### config.mk
export PLATFORM = sky130hd
export DESIGN_NAME = cpu_move_commit
export DESIGN_NICKNAME = d
export VERILOG_FILES = /design/src/rtl/cpu_move_commit.sv
export SDC_FILE = /design/constraint.sdc
export NUM_CORES = 1
export LEC_CHECK = 0
export ABC_AREA = 1
export BUFFER_PORTS_ARGS = -buffer_cell sky130_fd_sc_hd__clkbuf_2
export CAP_MARGIN = 10
export CORE_ASPECT_RATIO = 1.25
export CORE_MARGIN = 5
export CORE_UTILIZATION = 63
export CTS_BUF_LIST = sky130_fd_sc_hd__clkbuf_2 sky130_fd_sc_hd__clkbuf_4 sky130_fd_sc_hd__clkbuf_8
export DETAILED_ROUTE_END_ITERATION = 8
export PLACE_DENSITY = 0.85
export SKIP_CTS_REPAIR_TIMING = 1
export SLEW_MARGIN = 5
export SYNTH_ARGS = -nofsm -noshare
export SYNTH_HDL_FRONTEND = slang
export SYNTH_SLANG_ARGS = --single-unit
### constraint.sdc
create_clock -name clk -period 2.05 [get_ports clk]
set_input_delay 0.41 -clock clk [delete_from_list [all_inputs] [get_ports clk]]
set_output_delay 0.41 -clock clk [all_outputs]
set_load 0.005 [all_outputs]
### src/rtl/cpu_move_commit.sv
// cpu_move_commit: turns random column samples into a legal CPU move, with retry,
// deterministic scan fallback, think delay and human-move arbitration.
`default_nettype none

module cpu_move_commit #(
  parameter int COLS         = 5,
  parameter int ROWS         = 6,
  parameter int MAX_TRIES    = 8,
  parameter int THINK_CYCLES = 4
) (
  input  logic       clk,
  input  logic       rst_n,
  input  logic       i_clear,
  input  logic       i_start,
  input  logic [3:0] i_rand_col,
  input  logic       i_human_valid,
  input  logic [3:0] i_human_col,
  output logic       o_busy,
  output logic       o_move_valid,
  output logic [3:0] o_move_col,
  output logic [2:0] o_move_row,
  output logic       o_no_move,
  output logic       o_board_full
);

  localparam logic [2:0] S_IDLE   = 3'd0;
  localparam logic [2:0] S_SAMPLE = 3'd1;
  localparam logic [2:0] S_SCAN   = 3'd2;
  localparam logic [2:0] S_THINK  = 3'd3;
  localparam logic [2:0] S_COMMIT = 3'd4;

  localparam logic [2:0] C_ROWS = 3'(ROWS);

  logic [2:0] r_state;
  logic [2:0] r_height [COLS];
  logic [7:0] r_tries;
  logic [7:0] r_think;
  logic [3:0] r_idx;
  logic [3:0] r_cand;
  logic       r_busy;
  logic       r_move_valid;
  logic [3:0] r_move_col;
  logic [2:0] r_move_row;
  logic       r_no_move;
  logic       r_full;

  logic [2:0] w_rand_h;
  logic [2:0] w_cand_h;
  logic [2:0] w_idx_h;
  logic [2:0] w_human_h;
  logic       w_all_full;
  logic       w_human_ok;
  logic       w_rand_ok;
  logic       w_conflict;
  logic       w_commit;

  // Mux lookups keep out-of-range column indices from ever addressing the array.
  always_comb begin
    w_rand_h   = '0;
    w_cand_h   = '0;
    w_idx_h    = '0;
    w_human_h  = '0;
    w_all_full = 1'b1;
    for (int c = 0; c < COLS; c++) begin
      if (i_rand_col == 4'(c))  w_rand_h  = r_height[c];
      if (r_cand == 4'(c))      w_cand_h  = r_height[c];
      if (r_idx == 4'(c))       w_idx_h   = r_height[c];
      if (i_human_col == 4'(c)) w_human_h = r_height[c];
      if (r_height[c] != C_ROWS) w_all_full = 1'b0;
    end
  end

  assign w_human_ok = i_human_valid && (i_human_col < 4'(COLS)) && (w_human_h < C_ROWS);
  assign w_rand_ok  = (i_rand_col < 4'(COLS)) && (w_rand_h < C_ROWS);
  // A legal human drop into the candidate column wins the COMMIT cycle.
  assign w_conflict = w_human_ok && (i_human_col == r_cand);
  assign w_commit   = (r_state == S_COMMIT) && (w_cand_h < C_ROWS) && !w_conflict;

  always_ff @(posedge clk or negedge rst_n) begin
    if (!rst_n) begin
      r_state      <= S_IDLE;
      for (int c = 0; c < COLS; c++) r_height[c] <= '0;
      r_tries      <= '0;
      r_think      <= '0;
      r_idx        <= '0;
      r_cand       <= '0;
      r_busy       <= 1'b0;
      r_move_valid <= 1'b0;
      r_move_col   <= '0;
      r_move_row   <= '0;
      r_no_move    <= 1'b0;
      r_full       <= 1'b0;
    end else if (i_clear) begin
      r_state      <= S_IDLE;
      for (int c = 0; c < COLS; c++) r_height[c] <= '0;
      r_tries      <= '0;
      r_think      <= '0;
      r_idx        <= '0;
      r_cand       <= '0;
      r_busy       <= 1'b0;
      r_move_valid <= 1'b0;
      r_move_col   <= '0;
      r_move_row   <= '0;
      r_no_move    <= 1'b0;
      r_full       <= 1'b0;
    end else begin
      r_move_valid <= 1'b0;
      r_no_move    <= 1'b0;
      r_full       <= w_all_full;

      for (int c = 0; c < COLS; c++) begin
        if ((w_human_ok && i_human_col == 4'(c)) || (w_commit && r_cand == 4'(c)))
          r_height[c] <= r_height[c] + 3'd1;
      end

      case (r_state)
        S_IDLE: begin
          if (i_start) begin
            if (r_full) begin
              r_no_move <= 1'b1;
            end else begin
              r_state <= S_SAMPLE;
              r_tries <= '0;
              r_busy  <= 1'b1;
            end
          end
        end
        S_SAMPLE: begin
          if (w_rand_ok) begin
            r_cand  <= i_rand_col;
            r_think <= '0;
            r_state <= S_THINK;
          end else if (r_tries == 8'(MAX_TRIES - 1)) begin
            r_idx   <= '0;
            r_state <= S_SCAN;
          end else begin
            r_tries <= r_tries + 8'd1;
          end
        end
        S_SCAN: begin
          if (w_idx_h < C_ROWS) begin
            r_cand  <= r_idx;
            r_think <= '0;
            r_state <= S_THINK;
          end else if (r_idx == 4'(COLS - 1)) begin
            r_no_move <= 1'b1;
            r_busy    <= 1'b0;
            r_state   <= S_IDLE;
          end else begin
            r_idx <= r_idx + 4'd1;
          end
        end
        S_THINK: begin
          if (r_think == 8'(THINK_CYCLES - 1)) r_state <= S_COMMIT;
          else                                  r_think <= r_think + 8'd1;
        end
        S_COMMIT: begin
          if (w_commit) begin
            r_move_col   <= r_cand;
            r_move_row   <= w_cand_h;
            r_move_valid <= 1'b1;
            r_busy       <= 1'b0;
            r_state      <= S_IDLE;
          end else begin
            r_tries <= '0;
            r_state <= S_SAMPLE;
          end
        end
        default: r_state <= S_IDLE;
      endcase
    end
  end

  assign o_busy       = r_busy;
  assign o_move_valid = r_move_valid;
  assign o_move_col   = r_move_col;
  assign o_move_row   = r_move_row;
  assign o_no_move    = r_no_move;
  assign o_board_full = r_full;

endmodule

`default_nettype wire

==> results of run 1 <==
==> worst max-delay path by stage <==
stage | endpoint | slack, ns | cells past startpoint
6_report | o_busy$_DFFE_PN0P_ | 0.09 | 15
5_1_grt | r_tries[5]$_DFFE_PN0P_ | -0.06 | 13
4_1_cts | r_idx[0]$_DFFE_PN0P_ | 0.002 | 9
3_5_place_dp | r_tries[7]$_DFFE_PN0P_ | 0.007 | 11
3_3_place_gp | r_tries[1]$_DFFE_PN0P_ | 0.04 | 11
2_1_floorplan | r_cand[1]$_DFFE_PN0P_ | 0.26 | 10
==> logic make-up after synthesis <==
kind of cell | Yosys count
and+or+nand+nor | 308
buffers and inverters | 80
DFF | 53
AOI/OAI and AO/OA | 41
adders and majority gates | 16
xor gates and xnor gates | 10
==> stage by stage <==
| stage | power (mW) | area, µm² | TNS, ns | setup slack, ns |
|---|---|---|---|---|
| after floorplan | 1.93 | 3600 | 0 | 0.256 |
| after global placement | 2.28 | 3890 | 0 | 0.0395 |
| after detailed placement | 2.30 | 3890 | 0 | 0.00739 |
| after CTS | 2.94 | 3980 | 0 | 0.00188 |
| after global routing | 3.29 | 4160 | -0.389 | -0.0622 |
| final | 3.10 | 4160 | 0 | 0.0897 |
==> area by class of cell <==
cell class	count	area [µm²]
fillers	419	1320
multi-input cells	376	2070
well taps	64	80.1
clock inverters	3	25.0
flip-flops and latches	53	1330
clock buffers	5	68.8
inverters	70	263
repair buffers	47	320
==> layout by cell type, fill, tap and decap left out, types with 4 or more instances in the layout <==
cell	synthesis	final
nand4_1	24	24
ha_1	16	16
nand3b_1	8	8
o21ai_1	6	6
buf_4	0	22
dfrtp_1	53	47
inv_2	3	5
xor2_1	9	9
nand3_1	69	65
nor2_1	45	41
o21ai_0	20	20
dfrtp_2	0	6
nand3_2	1	4
nor4_1	5	4
inv_1	67	65
nor3_1	11	7
a21oi_1	5	5
clkbuf_2	0	23
nand2_1	132	130
clkbuf_8	0	5
nor3_2	2	6
==> power by group through the flow <==
| stage | logic, mW | registers [mW] | clock network (mW) |
|---|---|---|---|
| 5_1_grt | 1.33 | 1.26 | 0.691 |
| 4_1_cts | 1.05 | 1.24 | 0.648 |
| 3_3_place_gp | 1.03 | 1.26 | 0 |
| 6_report | 1.21 | 1.26 | 0.634 |
| 3_5_place_dp | 1.04 | 1.26 | 0 |
| 2_1_floorplan | 0.714 | 1.22 | 0 |
==> sequential cells by signal (all words and copies together), names as in the netlist <==
signal and cells:
r_tries 8, o_busy 1, r_think 8, r_idx 4
o_no_move 1, r_height 15, r_cand 4, o_move_row 3
o_board_full 1, o_move_valid 1, r_state 3, o_move_col 4
==> metal layers <==
metal  GRT usage  vias up  part of all wire
met4       0.120        0             0.041
met1       0.300     1669              0.39
li1            -     1760                 -
met3      0.0382       43             0.063
met2       0.448      175              0.51
met5           0        -                 0
==> critical path, cell delays in order, from the launching register on <==
cell and delay [ns]:
dfrtp_1 0.44, inv_1 0.11, ha_1 0.18, nand3_1 0.08, nand2_1 0.08, nand3_1 0.06, nand3_1 0.10, nand2_1 0.06
nand2_1 0.06, o21ai_1 0.12, nand2_1 0.18, nand2_1 0.08, nor2_1 0.16, nand2_1 0.08, nand2_1 0.06, nand2_1 0.04
==> reports/metrics.cfg, run 1 <==
[status]
status=completed

[synthesis]
synthMuxAreaShare=0
yosys.cell_types.count=32
synth.net_count=537
synth_most_common_cell=nand2_1
synth_ff_type=dfrtp_1
synth-compound-area-share=0.0657
synth_top_family_by_area=simple AND/OR/NAND/NOR gates
yosys.area_share.simple=0.399
async_reset_ff_frac=1.00
yosysSeqAreaShare=0.369
synth_area_leader_cell=dfrtp_1
synth_area_leaders=dfrtp_1, nand2_1, nand3_1
ys_ff_latch=53
synthXorXnorAreaFrac=0.0243
yosys.area_share.adder=0.0557
synth_top_area_frac=0.369
synth_edf_count=0
yosys_warnings=0
syn_avg_cell_area_um2=7.08
synth.cell_area_mm2=0.00360
synth_common_cells=nand2_1, nand3_1, inv_1, dfrtp_1, nor2_1
syn-instance-count=508

[clock_tree]
clock_path_buffers=2
cts_tree=built
clock-root-buffer=clkbuf_8
clkTransAtPathRegs_ns=0.11
cts_made_buffers=5
clk_latency_ns=0.32
cts_htree_levels=2
clock_sinks=53

[grt]
grt_pass1_vias=3494
grt_pass1_wl_mm=15.3
grt_overflow=0
grt_start_max_net_pins=37
antenna_found_initial=0
track_usage=0.254

[worst_setup_path]
arrival_ns=2.19
crit_type=reg2reg
start_kind=flip-flop
crit_required_ns=2.28
r2r-end=o_busy$_DFFE_PN0P_
rr_worst_depth=15
r2r_slack_ns=0.09
path_max_fanout=5
r2r_start=r_idx[0]$_DFFE_PN0P_
startpoint=r_idx[0]$_DFFE_PN0P_
critPathCaptureType=flip-flop

[worst_hold_path]
min_path_type=in2async

[power_and_ir_drop]
ir_drop_v=0.000325
power_switching_mw=1.29
p_comb_frac=0.390
p_clk_frac=0.204
p_int_mw=1.81
leakage_nw=2.21
p_sw_frac=0.417
p_per_area_mw_per_mm2=744
seq_power_share=0.405

[floorplan]
die_w_um=77.6
die-area_mm2=0.00733
start_util=0.656
rows=30
ioPinCount=24
core-area_mm2=0.00548
fp.dieH_um=94.5

[route]
drt_wl_total_mm=9.41
wire_per_inst_um=15.2
dr_total_vias=3647
drt_first_pass_iters=5
drtIter0Drc=229
antenna_left=0
drcViolationCount=0
vias_per_cell=5.90

[timing]
relSlewSlack=0.652
fin_skew_ns=0.0150
min_period_over_period=0.956
fin_crit_ns=1.96
hold_violations=0
setup_violations=0
fmax_mhz=510
tightestPinTransition_ns=0.523
rsz0062_at_grt=true
maxSlewViolCount=0
hold_ws_ns=0.0368

[placement]
gp_congestion=0.947
hpwlAfterDp_mm=6.80
place_inst=603
io_buffers=23

[finish]
num_antenna_cells=0
nNetsFinal=582
utilization=0.759
layout.cells.non_filler=618
area_growth_pct=15.7
drive_gt1_frac=0.177

[run]
max_cap_violations=0

No activity file was read; power rests on OpenSTA's default activity.
==> run 2: changes to the inputs <==
--- a/config.mk
+++ b/config.mk
@@ -5,14 +5,15 @@
 export SDC_FILE = /design/constraint.sdc
 export NUM_CORES = 1
 export LEC_CHECK = 0
-export ABC_AREA = 1
 export BUFFER_PORTS_ARGS = -buffer_cell sky130_fd_sc_hd__clkbuf_2
 export CAP_MARGIN = 10
 export CORE_ASPECT_RATIO = 1.25
 export CORE_MARGIN = 5
 export CORE_UTILIZATION = 63
 export CTS_BUF_LIST = sky130_fd_sc_hd__clkbuf_2 sky130_fd_sc_hd__clkbuf_4 sky130_fd_sc_hd__clkbuf_8
+export CTS_CLUSTER_SIZE = 16
 export DETAILED_ROUTE_END_ITERATION = 8
+export HOLD_SLACK_MARGIN = 0.06
 export PLACE_DENSITY = 0.85
 export SKIP_CTS_REPAIR_TIMING = 1
 export SLEW_MARGIN = 5
==> run 2 against run 1 <==
The flow now finishes with violations (setup timing). Power up 9.5%. Sequential power about the same. Die area down 2.7%. Synthesized cell count down 25%. Hold slack better by 0.16 ns. Count of clock-buffer cells in the layout unchanged. Global-route usage up 2.1 points. Critical path type unchanged. Final cell count down 9.9%. Clock skew up 0.0021 ns. Largest cell class unchanged.
==> reports/metrics.cfg, run 2 <==
[finish]
mostFrequentLayoutCells=buf_4, nor2_1, dfrtp_1  ; was nand2_1, inv_1, nand3_1
utilization=0.883  ; was 0.759
nFillCells=239  ; was 419
largest_reg_flops=15  ; unchanged
final_common_cell=buf_4  ; was nand2_1
multi_input_area_mm2=0.00235  ; was 0.00207 mm²
regMostFlops=r_height  ; unchanged
seq_area_mm2=0.00133  ; about the same
drive_gt1_frac=0.408  ; was 0.177
nNetsFinal=521  ; was 582
fin_area_mm2=0.00477  ; was 0.00416 mm²
largestRegisters=r_height: 15 flops, r_think: 8 flops, r_tries: 8 flops  ; unchanged
num_antenna_cells=0  ; unchanged
area_growth_pct=36.9  ; was 15.7%

[synthesis]
async_reset_ff_frac=1.00  ; unchanged
synth_edf_count=0  ; unchanged
synth_common_cells=dfrtp_1, nor2_1, o21ai_0, nand2_1, inv_1  ; was nand2_1, nand3_1, inv_1, dfrtp_1, nor2_1
ys_ff_latch=53  ; unchanged
synth.cell_area_mm2=0.00349  ; was 0.00360 mm²
synth_most_common_cell=dfrtp_1  ; was nand2_1
yosys_warnings=0  ; unchanged
yosys.cell_types.count=67  ; was 32
synth_top_area_frac=0.380  ; was 0.369
synth_ff_type=dfrtp_1  ; unchanged
syn_avg_cell_area_um2=9.13  ; was 7.08 µm²
synth.net_count=411  ; was 537
synth_area_leaders=dfrtp_1, ha_1, nor2_1  ; was dfrtp_1, nand2_1, nand3_1
yosysSeqAreaShare=0.380  ; was 0.369
syn-instance-count=382  ; was 508
synth_area_leader_cell=dfrtp_1  ; unchanged

[worst_setup_path]
arrival_ns=2.59  ; was 2.19 ns
crit_required_ns=2.27  ; was 2.28 ns
start_kind=flip-flop  ; unchanged
path_max_fanout=8  ; was 5
crit_slowest_cell=dfrtp_1  ; unchanged
cp_cell_sequence=nor2_1 -> o31ai_1 -> buf_4 -> o211a_4 -> buf_4 -> nor3_4 -> buf_6 -> o21a_4 -> a221o_1  ; was inv_1 -> ha_1 -> nand3_1 -> nand2_1 -> nand3_1 -> nand3_1 -> nand2_1 -> nand2_1 -> o21ai_1 -> nand2_1 -> nand2_1 -> nor2_1 -> nand2_1 -> nand2_1 -> nand2_1
worst-path-buf-inv=3  ; was 1
path_delay_family=compound AO/OA/AOI/OAI gates  ; was simple AND/OR/NAND/NOR gates
cp_common_cell=buf_4  ; was nand2_1
crit_type=reg2reg  ; unchanged
critPathMaxStageDelay_ns=0.58  ; was 0.44 ns
critPathCaptureType=flip-flop  ; unchanged

[timing]
tns_ns=-7.11  ; was 0 ns
min_period_over_period=1.16  ; was 0.956
relSlewSlack=0.552  ; was 0.652
fin_crit_ns=2.37  ; was 1.96 ns
rsz0062_at_grt=true  ; unchanged
maxSlewViolCount=0  ; unchanged
tightestPinTransition_ns=0.672  ; was 0.523 ns
setup_violations=45  ; was 0
fin_ws_ns=-0.318  ; was 0.0897 ns
fmax_mhz=422  ; was 510 MHz
hold_violations=0  ; unchanged
fin_skew_ns=0.0172  ; was 0.0150 ns

[power_and_ir_drop]
finalPower_mw=3.39  ; was 3.10 mW
leakage_nw=2.24  ; was 2.21 nW
ir_drop_v=0.000457  ; was 0.000325 V
p_per_area_mw_per_mm2=710  ; was 744 mW/mm²

[status]
status=finished with violations  ; was completed
violations=setup timing

[route]
drtIter0Drc=517  ; was 229
drcViolationCount=0  ; unchanged
drt_first_pass_iters=6  ; was 5
vias_per_cell=6.80  ; was 5.90
dr_total_vias=3787  ; was 3647
wire_per_inst_um=21.9  ; was 15.2 µm
drt_wl_total_mm=12.2  ; was 9.41 mm
antenna_left=0  ; unchanged

[grt]
antenna_found_initial=0  ; unchanged
track_usage=0.275  ; was 0.254
grt_pass1_vias=3421  ; was 3494
grt_start_max_net_pins=54  ; was 37
grt_overflow=0  ; unchanged
grt_pass1_wl_mm=15.7  ; was 15.3 mm

[floorplan]
die-area_mm2=0.00713  ; was 0.00733 mm²
fp.dieH_um=93.2  ; was 94.5 µm
start_util=0.645  ; was 0.656
ioPinCount=24  ; unchanged
core-area_mm2=0.00541  ; was 0.00548 mm²
rows=30  ; unchanged
die_w_um=76.5  ; was 77.6 µm

[clock_tree]
cts_tree=built  ; unchanged
clock-root-buffer=clkbuf_8  ; unchanged
clock_sinks=53  ; unchanged
clk_latency_ns=0.32  ; about the same
cts_made_buffers=5  ; unchanged
clkTransAtPathRegs_ns=0.11  ; about the same
cts_htree_levels=2  ; unchanged
clock_path_buffers=2  ; unchanged

[worst_hold_path]
min_path_type=in2async  ; unchanged

[placement]
io_buffers=23  ; unchanged
gp_congestion=0.974  ; was 0.947
hpwlAfterDp_mm=7.33  ; was 6.80 mm
place_area_mm2=0.00421  ; was 0.00389 mm²

[run]
max_cap_violations=0  ; unchanged

run 2: cells by family after synthesis:
logic type      after synthesis  share of synthesized area
compound gates               92                      0.186
xor+xnor                      6                     0.0151
fa+ha+maj                    16                     0.0574
buf+inv                      32                     0.0380
flops                        53                      0.380
mux                          22                     0.0789
simple gates                161                      0.245
run 2: worst paths after layout:
path,end,startpoint,slack [ns],cells after the start
hold reg to reg,r_think[7]$_DFFE_PN0P_,r_think[7]$_DFFE_PN0P_,0.51,1
min in group clk,o_no_move$_DFF_PN0_,i_start,0.37,3
setup / recovery,r_tries[6]$_DFFE_PN0P_,r_cand[2]$_DFFE_PN0P_,-0.32,9
setup reg to reg,r_tries[6]$_DFFE_PN0P_,r_cand[2]$_DFFE_PN0P_,-0.32,9
hold / removal,r_think[7]$_DFFE_PN0P_,rst_n,0.20,2
max in group asynchronous,r_cand[1]$_DFFE_PN0P_,rst_n,1.37,2
run 2: area by class of cell:
| class | instances | area share |
|---|---|---|
| clock buffers | 5 | 0.0144 |
| clock inverters | 3 | 0.00472 |
| inverters | 18 | 0.0142 |
| multi-input cells | 297 | 0.493 |
| flip-flops and latches | 53 | 0.279 |
| well taps | 64 | 0.0168 |
| repair buffers | 117 | 0.178 |
run 2: stage by stage:
step | hold slack [ns] | instances | setup slack (ns)
final | 0.200 | 557 | -0.318
after global routing | 0.258 | 557 | -0.439
after CTS | 0.230 | 539 | -0.336
after detailed placement | 0.490 | 531 | -0.371
after global placement | 0.486 | 531 | -0.348
after floorplan | 0.114 | 382 | -0.134
run 2: per-layer routing:
| metal | part of all wire | up-vias | global-route usage |
|---|---|---|---|
| met5 | 0 | - | 0 |
| met4 | 0.071 | 0 | 0.160 |
| met3 | 0.076 | 94 | 0.0366 |
| met2 | 0.50 | 290 | 0.510 |
| met1 | 0.36 | 1775 | 0.295 |
| li1 | - | 1628 | - |
run 2: power by group:
group          total, mW  internal [mW]  switching [mW]
registers           1.27           1.12           0.144
logic               1.50          0.699           0.805
clock network      0.621          0.241           0.381
total               3.39           2.06            1.33
run 2: worst reg2reg max path, delay by kind of cell (launching register included):
family	cells	cell delay [ns]
compound gates	4	1.05
flops	1	0.58
buf+inv	3	0.47
simple gates	2	0.18
==> run 3: changes to the inputs <==
==> constraint.sdc (replaced) <==
create_clock -name clk -period 2.05 [get_ports clk]
set_input_delay 0.3075 -clock clk [delete_from_list [all_inputs] [get_ports clk]]
set_output_delay 0.3075 -clock clk [all_outputs]
set_load 0.005 [all_outputs]
==> run 3 against run 2 <==
The run still ends with setup timing left. Final cell count is 0.72% lower. First-iteration DRC count fell by 21%. Highest routed layer unchanged. Critical path type unchanged. Maximum frequency is 7.1% lower. Power rose by 1.4%. Flip-flop and latch count stayed put. Clock power is 0.6% lower. Critical endpoint is now r_height[12]$_DFFE_PN0P_. Via count fell by 0.21%.
==> reports/metrics.cfg, run 3 (same netlist as run 2, synthesis figures left out) <==
[power_and_ir_drop]
p_per_area_mw_per_mm2=731  ; was 710 mW/mm²
leakage_nw=2.22  ; was 2.24 nW
ir_drop_v=0.000622  ; was 0.000457 V

[timing]
hold_ws_ns=0.306  ; was 0.200 ns
fin_crit_ns=2.55  ; was 2.37 ns
min_period_over_period=1.24  ; was 1.16
maxSlewViolCount=0  ; unchanged
relSlewSlack=0.670  ; was 0.552
rsz0062_at_grt=true  ; unchanged
tns_ns=-9.33  ; was -7.11 ns
setup_violations=40  ; was 45
hold_violations=0  ; unchanged
fin_ws_ns=-0.498  ; was -0.318 ns
tightestPinTransition_ns=0.491  ; was 0.672 ns
fin_skew_ns=0.00403  ; was 0.0172 ns
fmax_mhz=392  ; was 422 MHz

[route]
antenna_left=0  ; unchanged
dr_total_vias=3779  ; was 3787
wire_per_inst_um=22.0  ; was 21.9 µm
drt_wl_total_mm=12.2  ; about the same
drcViolationCount=0  ; unchanged
drt_first_pass_iters=5  ; was 6
drtIter0Drc=411  ; was 517
vias_per_cell=6.83  ; was 6.80

[clock_tree]
cts_tree=built  ; unchanged
cts_htree_levels=2  ; unchanged
clock-root-buffer=clkbuf_8  ; unchanged
clk_latency_ns=0.31  ; was 0.32 ns
cts_made_buffers=5  ; unchanged
clock_sinks=53  ; unchanged
clkTransAtPathRegs_ns=0.09  ; was 0.11 ns
clock_path_buffers=2  ; unchanged

[status]
status=finished with violations  ; unchanged
violations=setup timing  ; unchanged

[worst_setup_path]
crit_slowest_cell=mux4_2  ; was dfrtp_1
critPathMaxStageDelay_ns=0.57  ; was 0.58 ns
arrival_ns=2.70  ; was 2.59 ns
critPathCaptureType=flip-flop  ; unchanged
crit_type=reg2reg  ; unchanged
path_max_fanout=7  ; was 8
cp_cell_sequence=mux4_2 -> a22o_1 -> o211a_4 -> buf_4 -> nor4_4 -> buf_4 -> nor3_1 -> nor3_1  ; was nor2_1 -> o31ai_1 -> buf_4 -> o211a_4 -> buf_4 -> nor3_4 -> buf_6 -> o21a_4 -> a221o_1
worst-path-buf-inv=2  ; was 3
startpoint=r_cand[1]$_DFFE_PN0P_  ; was r_cand[2]$_DFFE_PN0P_
path_delay_family=simple AND/OR/NAND/NOR gates  ; was compound AO/OA/AOI/OAI gates
start_kind=flip-flop  ; unchanged
crit_required_ns=2.20  ; was 2.27 ns
r2r_start=r_cand[1]$_DFFE_PN0P_  ; was r_cand[2]$_DFFE_PN0P_

[finish]
largestRegisters=r_height: 15 flops, r_think: 8 flops, r_tries: 8 flops  ; unchanged
largest_reg_flops=15  ; unchanged
num_antenna_cells=0  ; unchanged
drive_gt1_frac=0.387  ; was 0.408
mostFrequentLayoutCells=buf_4, nor2_1, dfrtp_1  ; unchanged
area_growth_pct=34.9  ; was 36.9%
regMostFlops=r_height  ; unchanged
final_common_cell=buf_4  ; unchanged
nNetsFinal=518  ; was 521

[grt]
grt_overflow=0  ; unchanged
track_usage=0.292  ; was 0.275
grt_pass1_vias=3642  ; was 3421
grt_pass1_wl_mm=16.9  ; was 15.7 mm
antenna_found_initial=0  ; unchanged
grt_start_max_net_pins=52  ; was 54

[floorplan]
ioPinCount=24  ; unchanged
start_util=0.645  ; unchanged
core-area_mm2=0.00541  ; unchanged
die-area_mm2=0.00713  ; unchanged
fp.dieH_um=93.2  ; unchanged
rows=30  ; unchanged
die_w_um=76.5  ; unchanged

[placement]
hpwlAfterDp_mm=7.45  ; was 7.33 mm
io_buffers=23  ; unchanged
gp_congestion=1.02  ; was 0.974

[worst_hold_path]
min_path_type=in2reg  ; was in2async
hp-start=i_start

[run]
max_cap_violations=0  ; unchanged

## run 3: cell types whose count changed in the layout (fill, tap and decap cells not counted), sizes merged
| cell | change |
|---|---|
| clkinvlp | -3 |
| buf | -4 |
| clkbuf | +2 |
| dlygate4sd3 | +1 |
## run 3: where the power goes
group          internal, mW  switching, mW  leakage, nW
Sequential             1.12          0.138        0.727
Clock                 0.282          0.335       0.0477
Combinational         0.722          0.843         1.45
## run 3: layer usage
| layer | share of wire | global-route usage |
|---|---|---|
| met5 | 0 | 0 |
| met3 | 0.075 | 0.0501 |
| met2 | 0.50 | 0.509 |
| met1 | 0.35 | 0.323 |
| met4 | 0.079 | 0.198 |
## run 3: worst paths after layout
check / depth (start not counted) / slack [ns] / end
hold reg to reg: 1 / 0.52 / r_think[7]$_DFFE_PN0P_
hold / removal: 3 / 0.31 / o_no_move$_DFF_PN0_
setup reg to reg: 8 / -0.50 / r_height[12]$_DFFE_PN0P_
min in group asynchronous: 2 / 0.32 / r_think[2]$_DFFE_PN0P_
setup / recovery: 8 / -0.50 / r_height[12]$_DFFE_PN0P_
max in group asynchronous: 3 / 1.24 / r_cand[2]$_DFFE_PN0P_
## run 3: metrics by stage
step | setup WS [ns] | instances | power (mW) | util | instance area (µm²)
after floorplan | -0.135 | 382 | 1.87 | - | 3510
after global placement | -0.252 | 532 | 2.43 | 0.782 | 4230
after detailed placement | -0.315 | 532 | 2.49 | 0.782 | 4230
after CTS | -0.322 | 539 | 3.11 | 0.799 | 4320
after global routing | -0.531 | 553 | 3.56 | 0.870 | 4700
final | -0.498 | 553 | 3.44 | 0.870 | 4700
## run 3: worst register-to-register path: cells and delay by family (launching register included)
family | cells | cell delay, ns
flip-flops | 1 | 0.42
multiplexers | 1 | 0.57
AO/OA/AOI/OAI | 2 | 0.44
buffers and inverters | 2 | 0.33
AND/OR/NAND/NOR | 3 | 0.62
## run 3: cell type report
| type | count | area [µm²] |
|---|---|---|
| inverters | 18 | 67.6 |
| repair buffers | 114 | 847 |
| fillers | 262 | 702 |
| well taps | 64 | 80.1 |
| clock buffers | 7 | 90.1 |
| flip-flops and latches | 53 | 1330 |
| multi-input cells | 297 | 2290 |
